[src/rtl/pipe_seg_fifo_pkg.sv]
// Shared pipeline-segment definitions: reset PC, bubble instruction and the
// default {pc, inst} payload carried between front-end stages.
package pipe_seg_fifo_pkg;

    localparam logic [31:0] PC_RST = 32'h8000_0000;
    localparam logic [31:0] NOP    = 32'h0000_0013;  // addi x0, x0, 0

    localparam logic TRUE  = 1'b1;
    localparam logic FALSE = 1'b0;

    typedef struct packed {
        logic [31:0] pc;
        logic [31:0] inst;
    } seg_payload_t;

    localparam seg_payload_t SEG_BUBBLE = '{pc: PC_RST, inst: NOP};

    function automatic seg_payload_t seg_pack(input logic [31:0] pc, input logic [31:0] inst);
        seg_payload_t p;
        p.pc   = pc;
        p.inst = inst;
        return p;
    endfunction

endpackage

[src/rtl/pipe_seg_fifo.sv]
// DEPTH-entry first-word-fall-through buffer between two pipeline stages,
// with valid/ready on both sides, registered ready and a synchronous flush.
module pipe_seg_fifo
    import pipe_seg_fifo_pkg::*;
#(
    parameter int unsigned       DATA_W     = 64,
    parameter int unsigned       DEPTH      = 2,
    parameter logic [DATA_W-1:0] EMPTY_DATA = DATA_W'(SEG_BUBBLE),
    parameter int unsigned       CNT_W      = $clog2(DEPTH + 1)
) (
    input  logic              clk,
    input  logic              rst,
    input  logic              flush_i,
    input  logic              in_valid,
    output logic              in_ready,
    input  logic [DATA_W-1:0] in_data,
    output logic              out_valid,
    input  logic              out_ready,
    output logic [DATA_W-1:0] out_data,
    output logic [CNT_W-1:0]  count
);

    localparam int unsigned PTR_W = $clog2(DEPTH);

    if (DEPTH < 2 || (DEPTH & (DEPTH - 1)) != 0) begin : g_bad_depth
        $error("pipe_seg_fifo: DEPTH must be a power of two and at least 2");
    end

    logic [DATA_W-1:0] mem [DEPTH];
    logic [PTR_W-1:0]  wr_ptr;
    logic [PTR_W-1:0]  rd_ptr;
    logic [CNT_W-1:0]  count_q;
    logic              full;
    logic              empty;
    logic              push;
    logic              pop;

    // Status is derived from the registered count only, so in_ready has no
    // combinational dependence on out_ready.
    always_comb begin
        full      = (count_q == CNT_W'(DEPTH));
        empty     = (count_q == '0);
        in_ready  = !full;
        out_valid = !empty;
        push      = in_valid && !full && !flush_i;
        pop       = !empty && out_ready && !flush_i;
        out_data  = empty ? EMPTY_DATA : mem[rd_ptr];
        count     = count_q;
    end

    always_ff @(posedge clk or negedge rst) begin
        if (!rst) begin
            wr_ptr  <= '0;
            rd_ptr  <= '0;
            count_q <= '0;
        end else if (flush_i) begin
            wr_ptr  <= '0;
            rd_ptr  <= '0;
            count_q <= '0;
        end else begin
            if (push) begin
                wr_ptr <= wr_ptr + PTR_W'(1);
            end
            if (pop) begin
                rd_ptr <= rd_ptr + PTR_W'(1);
            end
            unique case ({push, pop})
                2'b10:   count_q <= count_q + CNT_W'(1);
                2'b01:   count_q <= count_q - CNT_W'(1);
                default: count_q <= count_q;
            endcase
        end
    end

    // Payload storage carries no reset; stale entries are masked by count.
    always_ff @(posedge clk) begin
        if (push) begin
            mem[wr_ptr] <= in_data;
        end
    end

endmodule

[config.mk]
export PLATFORM = sky130hd
export DESIGN_NAME = pipe_seg_fifo
export DESIGN_NICKNAME = d
export VERILOG_FILES = /design/src/rtl/pipe_seg_fifo_pkg.sv /design/src/rtl/pipe_seg_fifo.sv
export SDC_FILE = /design/constraint.sdc
export NUM_CORES = 1
export LEC_CHECK = 0
export CAP_MARGIN = 20
export CORE_UTILIZATION = 50
export CTS_BUF_LIST = sky130_fd_sc_hd__clkbuf_8
export DETAILED_ROUTE_END_ITERATION = 10
export GPL_ROUTABILITY_DRIVEN = 0
export MAX_ROUTING_LAYER = met4
export PLACE_DENSITY = 0.82
export RECOVER_POWER = 25
export SYNTH_ARGS = -nofsm -noshare
export SYNTH_HDL_FRONTEND = slang
export SYNTH_SLANG_ARGS = --single-unit
[constraint.sdc]
create_clock -name clk -period 7 [get_ports clk]
set_clock_uncertainty 0.05 [all_clocks]
set_input_delay 1.4 -clock clk [delete_from_list [all_inputs] [get_ports clk]]
set_output_delay 1.4 -clock clk [all_outputs]
set_load 0.02 [all_outputs]
# Word level (Yosys, flattened, before mapping)
# Memories as Yosys holds them, arrays and structs flattened.
# Cells that the tools add are included.
dict set report classes {
  n_mux 9
  n_addsub 4
  n_reduce_logical 11
  eq_ne 3
}
# op n
set op_table {}
lappend op_table {{64-bit 2-to-1 mux} 1}
lappend op_table {{1-bit 2-to-1 mux} 6}
lappend op_table {{2-bit == test (second input constant)} 2}
lappend op_table {{1-bit logical AND} 4}
lappend op_table {{2-bit case mux with 2 select lines} 1}
lappend op_table {{2-bit nonzero test} 2}
lappend op_table {{1-bit logical NOT} 3}
lappend op_table {{3-bit nonzero test} 1}
lappend op_table {{1-bit adder (second input constant)} 2}
lappend op_table {{2-bit by 1-bit adder with 2-bit output (second input constant)} 1}
lappend op_table {{2-bit by 1-bit == test with 1-bit output (second input constant)} 1}
lappend op_table {{2-bit logical NOT} 1}
lappend op_table {{2-bit 2-to-1 mux} 1}
lappend op_table {{2-bit by 1-bit subtractor with 2-bit output (second input constant)} 1}
dict set report totals {
  elab_cells 31
  mem_bits_rw 128
  mem_count 1
  register_bits 4
}
# memory depth width rd rd_clocked_by_memory_dff wr line
set mem_list {}
lappend mem_list {mem 2 64 1 0 1 pipe_seg_fifo.sv:29} ;# logic [DATA_W-1:0] mem [DEPTH];

# Depth between registers and ports, before layout
dict set report logic_depth {
  word_depth 7
  depth_mapped 4
}

# Worst setup path after synthesis
# OpenSTA, ideal clock, no wires.
dict set report synth_path {
  path_type {in2reg}
  startpoint {input in_valid}
  endpoint {memory mem[1][0] (enable)}
  path_buffers 0
  arrival_time_ns 6.138
  slack_ns 0.235
  path_stages 2
  t_required_ns 6.372
  path_cell_list {nand2_1 nor3b_1}
}
dict set report synth_via {
  elab_chain_len 4
}
# item line
set synth_lines {}
lappend synth_lines {{start: declaration} pipe_seg_fifo.sv:14} ;# input logic in_valid,
lappend synth_lines {{1-bit logical AND (2 in series)} pipe_seg_fifo.sv:45} ;# push = in_valid && !full && !flush_i;
lappend synth_lines {{1-bit 2-to-1 mux} pipe_seg_fifo.sv:77} ;# if (push) begin
lappend synth_lines {{1-bit 2-to-1 mux (not written as such)} pipe_seg_fifo.sv:78} ;# mem[wr_ptr] <= in_data;
lappend synth_lines {{end: declaration} pipe_seg_fifo.sv:29}
# Every way passes these cells.

# Final worst setup path
dict set report layout_path {
  startpoint {register count_q[1] (netlist: count[1])}
  endpoint {output out_data[4]}
}
dict set report layout_via {
  elab_chain_len 2
}
# item line
set layout_lines {}
lappend layout_lines {{start: declaration} pipe_seg_fifo.sv:32} ;# logic [CNT_W-1:0] count_q;
lappend layout_lines {{start signal: assignment} pipe_seg_fifo.sv:68} ;# 2'b10: count_q <= count_q + CNT_W'(1);
lappend layout_lines {{start signal: assignment} pipe_seg_fifo.sv:69} ;# 2'b01: count_q <= count_q - CNT_W'(1);
lappend layout_lines {{start signal: assignment} pipe_seg_fifo.sv:70} ;# default: count_q <= count_q;
lappend layout_lines {{2-bit logical NOT} pipe_seg_fifo.sv:42} ;# empty = (count_q == '0);
lappend layout_lines {{64-bit 2-to-1 mux} pipe_seg_fifo.sv:47} ;# out_data = empty ? EMPTY_DATA : mem[rd_ptr];
lappend layout_lines {{end: declaration} pipe_seg_fifo.sv:19} ;# output logic [DATA_W-1:0] out_data,
# Every way passes these cells.

==> out/results.ini <==
[timing]
fmax_ghz=0.2424
tightest_slew_ps=1110
layout_worst_path_cycle_share=0.5894
layout_min_cycle_time_ps=4126
tns_ps=0
timing.final.max_slew_violations=0
setup_violations=0
fin_hold_ws_ps=547.7
hold_violations=0
rsz0062_at_grt=no
slew_headroom=0.2600

[logic_synthesis]
ys_seq_elements=132
syn_area_per_cell_um2=17.03
synth_cells=296
syn_nets=365
synth_top_area_frac=0.7625
ys_types=21
yosys-top-cells-area=edfxtp_1, mux2i_1, nor2_1
yosys.area.top_type=edfxtp_1
syn_area_um2=5041
ys_seq_area_frac=0.7823
ys_warn_count=0

[cts]
clkSlewWorstSetupHoldPaths_ps=70
clk_latency_ps=420
cts_tree=built
cts_resized=0
cts_made_buffers=17
hold_buffers=0
root_buffer=clkbuf_8
cts_max_level=4
post_cts_buffers=0
clock_path_buffers=2
cts_sinks=132

[grt]
gr-usage-all-layers=0.1975
antenna_found_initial=0
grt_overflow=0
grt_max_degree=66
grt_pass1_wl_mm=14.30
grt_pass1_vias=3049

[drt]
wl_mm=9.300
drtIter0Drc=90
met3_length_um=516
wl_met2_mm=5.045
routed-via-count=2913
post_drt_wl_per_cell_um=15.79
wl_met1_mm=3.605
drt-pass1-iter-count=4
postRouteAntennaNets=0
routed.top_layer=met4
via_per_inst=4.946
post-route-drc-count=0

[floorplan]
die_area_um2=10490
initial_core_util=0.5157
die_h_um=102.4
fp-row-count=36
ioPinCount=137
die_width_um=102.4
core_area_um2=9774

[layout]
fin_nets=512
most-common-layout-cells=edfxtp_1, clkdlybuf4s50_1, mux2i_1, nor2_1, dlygate4sd3_1
final_common_cell=edfxtp_1
antenna_cells=0
syn2layout_area_growth_pct=37.85
layout-drive-gt1-share=0.08991

[power_and_ir_drop]
p_total_mw=1.778
cellPowerDensity_nw_per_um2=255.9
max-vdd-ir-drop_v=0.0001647
leakage_nw=2.310

[setup_path]
crit_path_max_fanout=44
crit_arrival_ps=2680
path_class=reg2out
end_kind=primary output
critPathRequiredTime_ps=5550
start_kind=register

[placed_design]
portBuffers=136
hpwl_mm=6.024

[worst_hold_path]
hold_path.class=reg2reg

[flow_run]
drv_cap=0

[outcome]
outcome=finished, final reports clean

[kinds of logic (layout without fill, tap and decap cells)]
family / Yosys count / in the layout / synth area share
xor gates and xnor gates: 1 / 1 / 0.001738
muxes: 65 / 65 / 0.1291
and+or+nand+nor: 74 / 74 / 0.05907
AOI/OAI and AO/OA: 8 / 8 / 0.009680
buffers and inverters: 16 / 176 / 0.01812
DFF: 132 / 132 / 0.7823
[worst max-delay path, cell delays in order, from the launching register on]
cell and delay [ps]:
dfrtp_1 470, nor2_4 400, buf_4 490, inv_1 180
nand2_1 100, clkdlybuf4s50_1 610
[stage by stage]
| step | cell area [um2] | worst slack [ps] | instances | utilization |
|---|---|---|---|---|
| floorplan | 5041 | 234.8 | 296 | - |
| global placement | 6548 | 3335 | 557 | 0.6699 |
| detailed placement | 6548 | 3283 | 557 | 0.6699 |
| CTS | 6949 | 2799 | 589 | 0.7110 |
| global route | 6949 | 2649 | 589 | 0.7110 |
| finish | 6949 | 2874 | 589 | 0.7110 |
[per-layer routing]
layer / track usage / vias to the layer above
li1: - / 1401
met1: 0.2060 / 1414
met2: 0.3376 / 89
met5: - / -
met4: 0.08242 / 0
met3: 0.07114 / 9
[Yosys cell counts (all sizes together)]
cell and instances:
buf 13, or3 1, or2 1, mux2i 65, nand2 5, nor2 62
dfrtp 4, a21o 1, edfxtp 128, inv 3, nor3b 2, xor2 1
a21oi 4, o21ai 2, nand3b 1, nor2b 1, nor3 1, o211ai 1
[registers in the layout, indices dropped and copies added, names as in the netlist]
| register | count |
|---|---|
| mem | 128 |
| count | 2 |
| rd_ptr | 1 |
| wr_ptr | 1 |
[where the power goes]
group	switching [mW]	internal (mW)
clock network	0.280	0.348
registers	0.0247	0.899
logic	0.111	0.116
total	0.415	1.36
[path summary, 6_finish.rpt]
check,startpoint,end,slack [ps],cells after the start
min in group asynchronous,rst,rd_ptr,1200,1
max reg2reg,count[1],mem[1][45],5000,5
min reg2reg,wr_ptr,wr_ptr,550,2
max,count[1],out_data[4],2870,5
min,wr_ptr,wr_ptr,550,2
max in group asynchronous,rst,rd_ptr,5490,1
[cell type report]
cell class	instances	area, um2
repair buffers	141	1399
well taps	133	166.4
fillers	655	2825
clock inverters	15	167.7
inverters	3	11.26
clock buffers	17	234.0
flip-flops and latches	132	3948
multi-input cells	148	1023
No activity file was read; power rests on OpenSTA's default activity.
